$ cat config.mk
export PLATFORM = sky130hd
export DESIGN_NAME = lightpipe_deframer
export DESIGN_NICKNAME = d
export VERILOG_FILES = /design/src/rtl/lightpipe_pkg.sv /design/src/rtl/lightpipe_bit_slicer.sv /design/src/rtl/lightpipe_deframer.sv
export SDC_FILE = /design/constraint.sdc
export NUM_CORES = 1
export LEC_CHECK = 0
export BUFFER_PORTS_ARGS = -buffer_cell sky130_fd_sc_hd__buf_2
export CELL_PAD_IN_SITES_DETAIL_PLACEMENT = 1
export CELL_PAD_IN_SITES_GLOBAL_PLACEMENT = 1
export CORE_AREA = 2 2 192 335
export CTS_BUF_LIST = sky130_fd_sc_hd__clkbuf_8
export DETAILED_ROUTE_END_ITERATION = 8
export DIE_AREA = 0 0 194 337
export PLACE_DENSITY_LB_ADDON = 0.1
export SLEW_MARGIN = 40
export SYNTH_ARGS = -nofsm -noshare
export SYNTH_HDL_FRONTEND = slang
export SYNTH_SLANG_ARGS = --single-unit
export TNS_END_PERCENT = 5
$ cat constraint.sdc
create_clock -name rclk -period 4.1 [get_ports rclk]
set_clock_uncertainty 0.15 [all_clocks]
set_input_delay 0.205 -clock rclk [delete_from_list [all_inputs] [get_ports rclk]]
set_output_delay 0.205 -clock rclk [all_outputs]
set_load 0.005 [all_outputs]
$ cat src/rtl/lightpipe_pkg.sv
// Shared constants, FSM state type and frame-length helper for the ADAT/Lightpipe deframer.
package lightpipe_pkg;

    localparam int SYNC_ZEROS       = 10;
    localparam int NIBBLE_BITS      = 4;
    localparam int NIBBLES_PER_CHAN = 6;
    localparam int CHAN_CELL_BITS   = 30;
    localparam int USER_BITS        = 4;

    typedef enum logic [2:0] {
        HUNT,
        USER,
        DATA,
        COMMIT,
        ERR
    } state_t;

    function automatic int frame_bits(input int n);
        return 16 + CHAN_CELL_BITS * n;
    endfunction

endpackage

$ cat src/rtl/lightpipe_bit_slicer.sv
// NRZI bit recovery: 2-flop synchroniser, edge detector and mid-cell sampling phase counter.
module lightpipe_bit_slicer #(
    parameter int OVERSAMPLE = 8
) (
    input  logic rclk,
    input  logic rst,
    input  logic adat,
    output logic bit_stb,
    output logic bit_val
);

    localparam int            PW       = $clog2(OVERSAMPLE);
    localparam logic [PW-1:0] STB_PH   = PW'(OVERSAMPLE / 2 - 1);
    localparam logic [PW-1:0] LAST_PH  = PW'(OVERSAMPLE - 1);

    logic          adat_p0, adat_p1, adat_p2;
    logic [PW-1:0] phase;
    logic          seen;
    logic          line_edge;

    assign line_edge = adat_p1 ^ adat_p2;

    always_ff @(posedge rclk) begin
        if (rst) begin
            adat_p0 <= 1'b0;
            adat_p1 <= 1'b0;
            adat_p2 <= 1'b0;
            phase   <= '0;
            seen    <= 1'b0;
            bit_stb <= 1'b0;
            bit_val <= 1'b0;
        end else begin
            // stage boundary: p0/p1 synchronise, p2 delays for edge detect
            adat_p0 <= adat;
            adat_p1 <= adat_p0;
            adat_p2 <= adat_p1;
            bit_stb <= 1'b0;
            if (line_edge) begin
                phase <= '0;
                seen  <= 1'b1;
            end else begin
                phase <= (phase == LAST_PH) ? '0 : phase + PW'(1);
                if (phase == STB_PH) begin
                    bit_stb <= 1'b1;
                    bit_val <= seen;
                    seen    <= 1'b0;
                end
            end
        end
    end

endmodule

$ cat src/rtl/lightpipe_deframer.sv
// ADAT/Lightpipe frame receiver: sync hunt, user/sample extraction, atomic frame publish, lock tracking.
// Optional LIGHTPIPE_ERRCNT_EN adds a saturating frame-error counter output err_count.
module lightpipe_deframer
    import lightpipe_pkg::*;
#(
    parameter int NUM_CHANNELS = 8,
    parameter int SAMPLE_WIDTH = 24,
    parameter int OVERSAMPLE   = 8,
    parameter int LOCK_FRAMES  = 2
) (
    input  logic                                 rclk,
    input  logic                                 rst,
    input  logic                                 adat,
    output logic [NUM_CHANNELS*SAMPLE_WIDTH-1:0] chan_data,
    output logic [3:0]                           user,
    output logic                                 frame_valid,
    output logic                                 frame_err,
    output logic                                 locked
`ifdef LIGHTPIPE_ERRCNT_EN
    ,
    output logic [15:0]                          err_count
`endif
);

    localparam int            CW        = (NUM_CHANNELS > 1) ? $clog2(NUM_CHANNELS) : 1;
    localparam logic [CW-1:0] LAST_CHAN = CW'(NUM_CHANNELS - 1);
    localparam int            LW        = $clog2(LOCK_FRAMES + 1);
    localparam logic [LW-1:0] LOCK_N    = LW'(LOCK_FRAMES);

    function automatic logic [3:0] sat_inc4(input logic [3:0] v);
        return (v == 4'hF) ? v : v + 4'd1;
    endfunction

    function automatic logic [LW-1:0] sat_lock(input logic [LW-1:0] v);
        return (v == LOCK_N) ? v : v + LW'(1);
    endfunction

    logic bit_stb, bit_val;

    lightpipe_bit_slicer #(.OVERSAMPLE(OVERSAMPLE)) u_slicer (
        .rclk    (rclk),
        .rst     (rst),
        .adat    (adat),
        .bit_stb (bit_stb),
        .bit_val (bit_val)
    );

    logic [3:0] zero_run;
    logic       sync_hit;

    assign sync_hit = bit_stb && bit_val && (zero_run >= 4'(SYNC_ZEROS));

    always_ff @(posedge rclk) begin
        if (rst)
            zero_run <= '0;
        else if (bit_stb)
            zero_run <= bit_val ? 4'd0 : sat_inc4(zero_run);
    end

    state_t        state, state_nxt;
    logic [2:0]    bit_cnt, bit_cnt_nxt;
    logic [2:0]    nib_cnt, nib_cnt_nxt;
    logic [CW-1:0] chan_cnt, chan_cnt_nxt;
    logic          commit_now, err_now, shift_user, shift_data;

    always_ff @(posedge rclk) begin
        if (rst) begin
            state    <= HUNT;
            bit_cnt  <= '0;
            nib_cnt  <= '0;
            chan_cnt <= '0;
        end else begin
            state    <= state_nxt;
            bit_cnt  <= bit_cnt_nxt;
            nib_cnt  <= nib_cnt_nxt;
            chan_cnt <= chan_cnt_nxt;
        end
    end

    // A sync marker inside a frame restarts the user field immediately so the new frame is kept
    always_comb begin
        state_nxt    = state;
        bit_cnt_nxt  = bit_cnt;
        nib_cnt_nxt  = nib_cnt;
        chan_cnt_nxt = chan_cnt;
        commit_now   = 1'b0;
        err_now      = 1'b0;
        shift_user   = 1'b0;
        shift_data   = 1'b0;
        case (state)
            HUNT: begin
                if (sync_hit) begin
                    state_nxt   = USER;
                    bit_cnt_nxt = '0;
                end
            end
            USER, DATA: begin
                if (sync_hit) begin
                    err_now     = 1'b1;
                    state_nxt   = USER;
                    bit_cnt_nxt = '0;
                end else if (bit_stb && state == USER) begin
                    if (bit_cnt == 3'(USER_BITS)) begin
                        if (bit_val) begin
                            state_nxt    = DATA;
                            bit_cnt_nxt  = '0;
                            nib_cnt_nxt  = '0;
                            chan_cnt_nxt = '0;
                        end else begin
                            state_nxt = ERR;
                            err_now   = 1'b1;
                        end
                    end else begin
                        shift_user  = 1'b1;
                        bit_cnt_nxt = bit_cnt + 3'd1;
                    end
                end else if (bit_stb) begin
                    if (bit_cnt == 3'(NIBBLE_BITS)) begin
                        if (!bit_val) begin
                            state_nxt = ERR;
                            err_now   = 1'b1;
                        end else begin
                            bit_cnt_nxt = '0;
                            if (nib_cnt == 3'(NIBBLES_PER_CHAN - 1)) begin
                                nib_cnt_nxt = '0;
                                if (chan_cnt == LAST_CHAN) begin
                                    state_nxt  = COMMIT;
                                    commit_now = 1'b1;
                                end else begin
                                    chan_cnt_nxt = chan_cnt + CW'(1);
                                end
                            end else begin
                                nib_cnt_nxt = nib_cnt + 3'd1;
                            end
                        end
                    end else begin
                        shift_data  = 1'b1;
                        bit_cnt_nxt = bit_cnt + 3'd1;
                    end
                end
            end
            COMMIT:  state_nxt = HUNT;
            ERR:     state_nxt = HUNT;
            default: state_nxt = HUNT;
        endcase
    end

    logic [23:0] shadow [NUM_CHANNELS];
    logic [3:0]  user_sh;

    always_ff @(posedge rclk) begin
        if (shift_user)
            user_sh <= {user_sh[2:0], bit_val};
        if (shift_data)
            shadow[chan_cnt] <= {shadow[chan_cnt][22:0], bit_val};
    end

    logic [LW-1:0] good_cnt;
    logic [LW-1:0] good_inc;

    assign good_inc = sat_lock(good_cnt);

    // stage boundary: outputs are loaded on the edge that enters COMMIT, alongside the strobe
    always_ff @(posedge rclk) begin
        if (rst) begin
            chan_data   <= '0;
            user        <= '0;
            frame_valid <= 1'b0;
            frame_err   <= 1'b0;
            locked      <= 1'b0;
            good_cnt    <= '0;
        end else begin
            frame_valid <= commit_now;
            frame_err   <= err_now;
            if (commit_now) begin
                for (int k = 0; k < NUM_CHANNELS; k++)
                    chan_data[SAMPLE_WIDTH*k +: SAMPLE_WIDTH] <= shadow[k][23 -: SAMPLE_WIDTH];
                user     <= user_sh;
                good_cnt <= good_inc;
                locked   <= (good_inc == LOCK_N);
            end else if (err_now) begin
                good_cnt <= '0;
                locked   <= 1'b0;
            end
        end
    end

`ifdef LIGHTPIPE_ERRCNT_EN
    always_ff @(posedge rclk) begin
        if (rst)
            err_count <= '0;
        else if (err_now && err_count != 16'hFFFF)
            err_count <= err_count + 16'd1;
    end
`endif

endmodule
==> metrics, run 1 <==
Clock Latency Late Sink 630 ps; Worst-path clk slew 60 ps; GRT overflow 0; hold depth 3; critical path endpoint category flip-flop; Post-Syn Area 15560 µm²; top-count cell post-synth nand2_1; leakage 6.665 nW; Startpoint Class flip-flop; max-slew violation count 0; Slew @ Worst Pin 723.8 ps; Cells after Synth 1308; Clk Tree Root Cell clkbuf_8; top post-synthesis cells by area edfxtp_1 (38%), dfxtp_1 (29%), nand2_1 (9.9%); I/O Buffers 201; largest area contributor in the netlist edfxtp_1; clk sinks 424; Max VDD drop 0.1751 mV; Mapped Nets 1321; post-synth top area share 37.83%; Core ar. 62890 µm²; Warnings, synthesis 0; Starting Density 24.74%; unrepaired setup endpoints after global routing false; I/O pins 202; layout net count 1536; asr flop ratio synth 0%; max_cap viols 0; Worst EP required 4250 ps; Final TNS setup 0 ps; placed insts 2254; chip width 194 µm; r2r startpoint zero_run[0]; most frequent cells after synthesis nand2_1 (409), dfxtp_1 (228), a21oi_1 (207); H-tree Lvls 3; setup slack, reg-to-reg 1140 ps; hold path endpoint u_slicer.adat_p0; fmax 337.6 MHz; reg2reg path depth 7; Die Footprint 65380 µm²; fin crit share 72.25%; # DRC 0; Detail Route Antenna Nets 0; vias per std cell 4.450; met3 usage 3.161%; HP Class input pin to flip-flop; DRT iter0 DRCs 500; ys flop type dfxtp_1; setup violators final 0; global-route wire length before repair 76310 µm; initial antenna violation count 1; number of synthesized flops with an enable pin 196; RePlAce Congestion 0.6954; busiest grt layer met2; endpoints failing hold 0; Routed WL per cell 21.16 µm; Syn Area/Cell 11.89 µm²; Post-CTS Setup Inserts 0; crit path DAT 3110 ps; register bit total from synthesis 424; Die Height 337 µm; dpl hpwl 33680 µm; crit path max fanout 13; Yosys cell types 49; reg-to-reg endpoint shadow[4][22]; Non-Filler Instances 2386; gr usage total 15.48%; max_slew headroom 51.75%; final WL 50490 µm; num rows 122; total power 8.031 mW; GR Util met1 18.49%; vias in the first global route 11510; met2 Use GR 27.51%; status finished clean; Fill cells 7038; CTS tree yes; Num CTS Buffers 70; critical path class flip-flop to flip-flop; Layout area overhead 20.88%; PD cells 427.1 nW/µm²; clk buf depth 3; fin crit period 2962 ps; sequential area share after synthesis 67.18%; drt pass-1 iters 4; vias post-DR 10620; fraction of layout cells with a size suffix above 1 25.40%; pin count of the biggest net entering global routing 143; hold path start adat
## report_power, final
part           switching, mW  leakage (nW)  total (mW)  internal, mW
combinational         0.0462          2.27      0.0595        0.0133
sequential           0.00343          3.60        4.39          4.39
clock                   1.78         0.788        3.58          1.80
total                   1.83          6.67        8.03          6.20
## flip-flops by register name, summed over array words and instances (netlist names), 3 cells and up, named ones only
signal and count:
bit_cnt 3, user 4, chan_cnt 3, state 3, user_sh 4, zero_run 4, u_slicer.phase 3, shadow 192
chan_data 192, nib_cnt 3
## per-layer routing
metal	part of all wire [%]	wire length, µm	up-vias
met3	4.1	2089	73
met5	0	0	-
met2	51	25960	221
li1	-	-	5012
met4	2.3	1165	0
met1	42	21280	5311
## cells in the final DEF, fill, tap and decap left out, drive strengths merged, types with 8 or more instances in the layout
cell type,instances
nand2,409
dfxtp,228
buf,225
a21oi,207
edfxtp,196
clkbuf,80
inv,50
mux4,46
mux2,23
nor2,18
ha,10
nor3,9
clkinv,8
## layout make-up
type | count | area, µm² | share of cell area [%]
clock inverters | 48 | 216.5 | 1.151
well taps | 806 | 1008 | 5.363
inverters | 13 | 48.80 | 0.2595
flip-flops and latches | 424 | 10460 | 55.63
clock buffers | 80 | 1101 | 5.855
repair buffers | 227 | 1286 | 6.840
multi-input cells | 787 | 4679 | 24.89
diodes | 1 | 2.502 | 0.01331
## worst max-delay path, stage by stage, from the launching register on
cell,delay [ps]
dfxtp_1,410
inv_1,80
ha_1,230
nor3_4,260
or2_2,220
nand4b_1,360
nor2_4,550
buf_4,350
## stage by stage
step	hold WS [ps]	cell area [µm²]	utilization (%)	setup slack, ps
after floorplan	183.2	15560	-	667.7
after global placement	256.6	17410	27.68	1210
after detailed placement	262.5	17440	27.72	1106
after CTS	99.45	18760	29.83	1034
after global routing	139.0	18800	29.90	978.8
final	171.2	18800	29.90	1138
## logic make-up (layout without fill, tap and decap cells)
| logic type | count (synthesis) | in the layout | synth area share, % |
|---|---|---|---|
| flops | 424 | 424 | 67.18 |
| compound gates | 227 | 227 | 7.689 |
| simple gates | 473 | 473 | 12.31 |
| mux | 72 | 72 | 8.518 |
| buf+inv | 97 | 368 | 3.209 |
| xor+xnor | 4 | 4 | 0.2252 |
| fa+ha+maj | 11 | 11 | 0.8687 |
| other cells | 0 | 1 | 0 |
## how the worst max path moves through the flow
stage / from / end / depth (start not counted)
after floorplan: zero_run[0] / shadow[0][0] / 6
after CTS: zero_run[0] / shadow[6][18] / 7
after detailed placement: zero_run[0] / shadow[6][14] / 7
after global placement: zero_run[0] / shadow[3][12] / 7
final: zero_run[0] / shadow[4][22] / 7
after global routing: zero_run[0] / shadow[6][23] / 7
## repair_timing
item,4_1_cts,5_1_grt
hold buffers,1,1
resized for setup,0,0
endpoints found under the setup margin,0,0
hold endpoints to repair,1,49
No activity file was read; power rests on OpenSTA's default activity.
==> run 2, diff against run 1 <==
Clock period 4.1 ns to 2.8 ns, I/O delays scaled along.
==> run 2 against run 1 <==
  * Wire length rose by 1.4%
  * First-iteration DRC count rose by 2.0%
  * Count of clock-buffer cells in the layout rose by 1
  * Sequential share of layout area fell by 1.3 points
  * Register-to-register slack got worse by 830 ps
  * Hold slack improved by 110 ps
  * Setup slack got worse by 830 ps
  * Clock power rose by 62%
  * Via count rose by 1.2%
  * Critical path type unchanged
  * Critical endpoint is now chan_data[166]
==> metrics, run 2 (synthesis gave the netlist of run 1 again) <==
HP Class flip-flop to flip-flop; I/O pins 202; Die Height 337 µm; register area 10460 µm²; most common cell after layout, fill and taps aside nand2_1; Max VDD drop 0.2662 mV; Core ar. 62890 µm²; dpl hpwl 34210 µm; Startpoint Class flip-flop; clock network power share 47.0%; Clk Tree Root Cell clkbuf_8; fin crit period 2495 ps; Seq pwr share 52.2%; CP max stage cell dfxtp_1; vias post-DR 10750; reg-to-reg endpoint chan_data[166]; Worst-path clk slew 60 ps; fraction of layout cells with a size suffix above 1 26.86%; crit path max fanout 158; Die Footprint 65380 µm²; pin count of the biggest net entering global routing 159; reg2reg path depth 6; Clock Latency Late Sink 630 ps; fin crit share 89.10%; CP max stage delay 540 ps; endpoints failing hold 0; max-slew violation count 0; multi-input combinational cell area 4679 µm²; fmax 400.8 MHz; status finished clean; max_cap viols 0; Routed WL per cell 21.30 µm; Largest regs chan_data x192, shadow x192; final setup margin 305.1 ps; Power Internal 9.570 mW; r2r startpoint u_slicer.bit_stb; Fill cells 6964; clk buf depth 3; Starting Density 24.74%; max_slew headroom 44.79%; PD cells 639.9 nW/µm²; drt pass-1 iters 5; global-route wire length before repair 77200 µm; vias in the first global route 11700; leakage 6.796 nW; switching share of power 22.28%; I/O Buffers 201; Fin Hold WS 280.0 ps; layout net count 1554; Slew @ Worst Pin 828.1 ps; chip width 194 µm; Place WS 316.1 ps; setup slack, reg-to-reg 310 ps; gr usage total 15.67%; critical path endpoint category flip-flop; unrepaired setup endpoints after global routing false; crit path DAT 2880 ps; Comb pwr share 0.7%; GRT overflow 0; clk sinks 424; CP Cell Sequence nand3_1 -> o211a_4 -> nand4_4 -> buf_12 -> nand2_1 -> a21oi_1; hold path endpoint u_slicer.phase[0]; RePlAce Congestion 0.7313; # DRC 0; Num CTS Buffers 70; Worst EP required 3180 ps; Switching Power 2.744 mW; post-CTS sizing 0; Layout area overhead 23.70%; vias per std cell 4.470; hold path start u_slicer.phase[0]; Non-Filler Instances 2404; num rows 122; H-tree Lvls 3; critical path class flip-flop to flip-flop; final WL 51210 µm; initial antenna violation count 1; hold depth 1; DRT iter0 DRCs 510; commonest non-fill, non-tap cells in the layout nand2_1 (409), dfxtp_1 (225), a21oi_1 (207), buf_2 (200), edfxtp_1 (196); setup violators final 0; CTS tree yes; Detail Route Antenna Nets 0; placed insts 2272
[run 2: worst max path at each step]
stage,cells past startpoint,startpoint,end,slack [ps]
after floorplan,6,zero_run[0],shadow[1][0],-630
after global placement,6,u_slicer.bit_stb,chan_data[92],330
after detailed placement,6,u_slicer.bit_stb,chan_data[166],320
after CTS,6,u_slicer.bit_stb,chan_data[166],270
after global routing,6,u_slicer.bit_stb,chan_data[139],70
final,6,u_slicer.bit_stb,chan_data[166],310
[run 2: repair_timing]
action / 4_1_cts / 5_1_grt
endpoints found under the setup margin: 0 / 0
hold endpoints to repair: 110 / 0
hold buffers: 3 / 0
buffers inserted: 0 / 0
[run 2: through the flow]
| step | TNS [ps] | total power [mW] | utilization [%] | area [µm²] |
|---|---|---|---|---|
| after floorplan | -15110 | 6.623 | - | 15560 |
| after global placement | 0 | 6.653 | 28.21 | 17740 |
| after detailed placement | 0 | 6.657 | 28.23 | 17750 |
| after CTS | 0 | 12.56 | 30.59 | 19240 |
| after global routing | 0 | 12.85 | 30.60 | 19240 |
| final | 0 | 12.31 | 30.60 | 19240 |
[run 2: worst max-delay path, delay by kind of cell, from the launching register on]
kind                   cells  cell delay, ps
buffers and inverters      1             500
AO/OA/AOI/OAI              2             490
flip-flops                 1             540
AND/OR/NAND/NOR            3             540
[run 2: power groups by stage]
stage	combinational, mW	sequential (mW)	clock (mW)
after floorplan	0.0574	6.57	0
after global placement	0.0886	6.56	0
after detailed placement	0.0916	6.57	0
after CTS	0.0953	6.43	6.04
after global routing	0.103	6.43	6.32
final	0.0909	6.43	5.79
[run 2: layout make-up]
type	instances	area share [%]
antenna	1	0.01300
clock buffer	81	5.793
clock inverter	47	1.775
inverter	13	0.2536
multi-input combinational	787	24.32
sequential	424	54.35
tap	806	5.241
timing repair buffer	245	8.257
[run 2: metal layers]
metal  track usage [%]  wire length (µm)  vias up
li1                  -                 -     5044
met1             18.48             21260     5396
met2             27.77             26220      243
met3             3.621              2570       62
met4             5.609              1160        0
met5                 0                 0        -
==> run 3, diff against run 2 <==
Settings changed: CORE_AREA 2 2 192 335 to 2 2 140 244, DIE_AREA 0 0 194 337 to 0 0 142 246.
==> run 3 against run 2 <==
  * Hold slack improved by 2.4 ps
  * Largest cell class unchanged
  * Fmax up 0.85%
  * Largest power group unchanged
  * Global-route usage up 8.3 points
  * Via count is 0.84% lower
  * Critical path depth rose by 2
  * Setup slack better by 21 ps
  * Highest routed layer unchanged
==> metrics, run 3 (synthesis gave the netlist of run 1 again) <==
status finished clean; endpoints failing hold 0; switching share of power 20.81%; hold path start u_slicer.phase[0]; Startpoint Class flip-flop; Worst EP required 2970 ps; vias post-DR 10660; hold path endpoint u_slicer.phase[0]; I/O Buffers 201; setup slack, reg-to-reg 330 ps; unrepaired setup endpoints after global routing false; crit path max fanout 15; Die Height 246 µm; global-route wire length before repair 63800 µm; setup violators final 0; clk buf depth 3; max-slew violation count 0; Layout area overhead 18.01%; CTS tree yes; I/O pins 202; max_cap viols 0; final setup margin 326.2 ps; Detail Route Antenna Nets 0; Clock Latency Late Sink 630 ps; DRT iter0 DRCs 571; total power 11.61 mW; initial antenna violation count 1; Switching Power 2.415 mW; reg-to-reg endpoint shadow[3][21]; fmax 404.2 MHz; num rows 88; final WL 41560 µm; CP max stage cell dfxtp_1; Routed WL per cell 21.08 µm; max_slew headroom 49.34%; dpl hpwl 27750 µm; CP Cell Sequence inv_1 -> ha_1 -> nor3_4 -> or2_2 -> nand4_1 -> buf_4 -> nor2_4 -> buf_12; Worst-path clk slew 70 ps; layout net count 1531; r2r startpoint zero_run[0]; crit path DAT 2640 ps; RePlAce Congestion 0.8139; critical path endpoint category flip-flop; Clk Tree Root Cell clkbuf_8; Slew @ Worst Pin 759.9 ps; gr usage total 23.94%; fraction of layout cells with a size suffix above 1 25.67%; vias per std cell 5.403; PD cells 632.3 nW/µm²; Max VDD drop 0.4194 mV; Post-CTS Setup Inserts 0; Die Footprint 34930 µm²; Power Internal 9.192 mW; Seq pwr share 55.4%; chip width 142 µm; leakage 6.629 nW; HP Class flip-flop to flip-flop; Place WS 334.7 ps; Largest regs chan_data x192, shadow x192; Comb pwr share 0.7%; fin crit share 88.35%; final core occ 55.76%; CP max stage delay 390 ps; Starting Density 47.25%; critical path class flip-flop to flip-flop; GRT overflow 0; clock network power share 43.9%; commonest non-fill, non-tap cells in the layout nand2_1 (409), dfxtp_1 (225), a21oi_1 (207), buf_2 (200), edfxtp_1 (196); clk sinks 424; hold depth 1; Num CTS Buffers 58; Fin Hold WS 282.4 ps; H-tree Lvls 2; # DRC 0; Final TNS setup 0 ps; most common cell after layout, fill and taps aside nand2_1; vias in the first global route 11180; fin crit period 2474 ps; drt pass-1 iters 4; Core ar. 32920 µm²; pin count of the biggest net entering global routing 118; reg2reg path depth 8
==> run 3: cell types whose count changed in the layout (fill, tap and decap cells not counted), moves of 2 or more <==
cell / before / now
bufinv_16: 5 / 8
buf_12: 18 / 12
clkinv_2: 10 / 15
clkinvlp_4: 3 / 1
inv_1: 26 / 28
clkinv_1: 14 / 8
buf_4: 23 / 18
clkbuf_8: 81 / 60
==> run 3: repair_timing <==
action	CTS	global route
hold buffers	3	0
endpoints found under the hold margin	72	0
resized for setup	0	0
endpoints found under the setup margin	0	0
==> run 3: worst max path at each step <==
stage                            from  slack, ps       endpoint  cells after the start
final                     zero_run[0]        330  shadow[3][21]                      8
after global routing      zero_run[0]        150  shadow[3][15]                      8
after CTS                 zero_run[0]        320  shadow[3][21]                      8
after detailed placement  zero_run[0]        330  shadow[3][15]                      8
after global placement    zero_run[0]        390  shadow[3][15]                      8
after floorplan           zero_run[0]       -630   shadow[1][0]                      6
==> run 3: worst max-delay path, delay by kind of cell, from the launching register on <==
kind          cells  cell delay (ps)
simple gates      4              910
buf+inv           3              480
flops             1              390
fa+ha+maj         1              220
==> run 3: metal layers <==
metal / share of wire, % / track usage [%]
met1: 38 / 27.21
met2: 54 / 44.40
met3: 3.8 / 3.537
met4: 3.6 / 9.853
met5: 0 / 0
==> run 3: cell type report <==
class,count,area [µm²]
Fill cell,3457,14560
Sequential cell,424,10460
Multi-Input combinational cell,787,4679
Timing Repair Buffer,234,1418
Clock buffer,60,825.8
Tap cell,405,506.7
Clock inverter,48,420.4
Inverter,13,48.80
Antenna cell,1,2.502
==> run 3: power groups by stage <==
stage / clock network [mW] / registers, mW / logic (mW)
after floorplan: 0 / 6.57 / 0.0574
after global placement: 0 / 6.57 / 0.0792
after detailed placement: 0 / 6.57 / 0.0803
after CTS: 5.21 / 6.43 / 0.0844
after global routing: 5.47 / 6.43 / 0.0910
final: 5.10 / 6.43 / 0.0817
==> run 3: metrics by stage <==
step | instances | cell area (µm²)
after floorplan | 1308 | 15560
after global placement | 1860 | 17080
after detailed placement | 1860 | 17080
after CTS | 1971 | 18360
after global routing | 1972 | 18360
final | 1972 | 18360
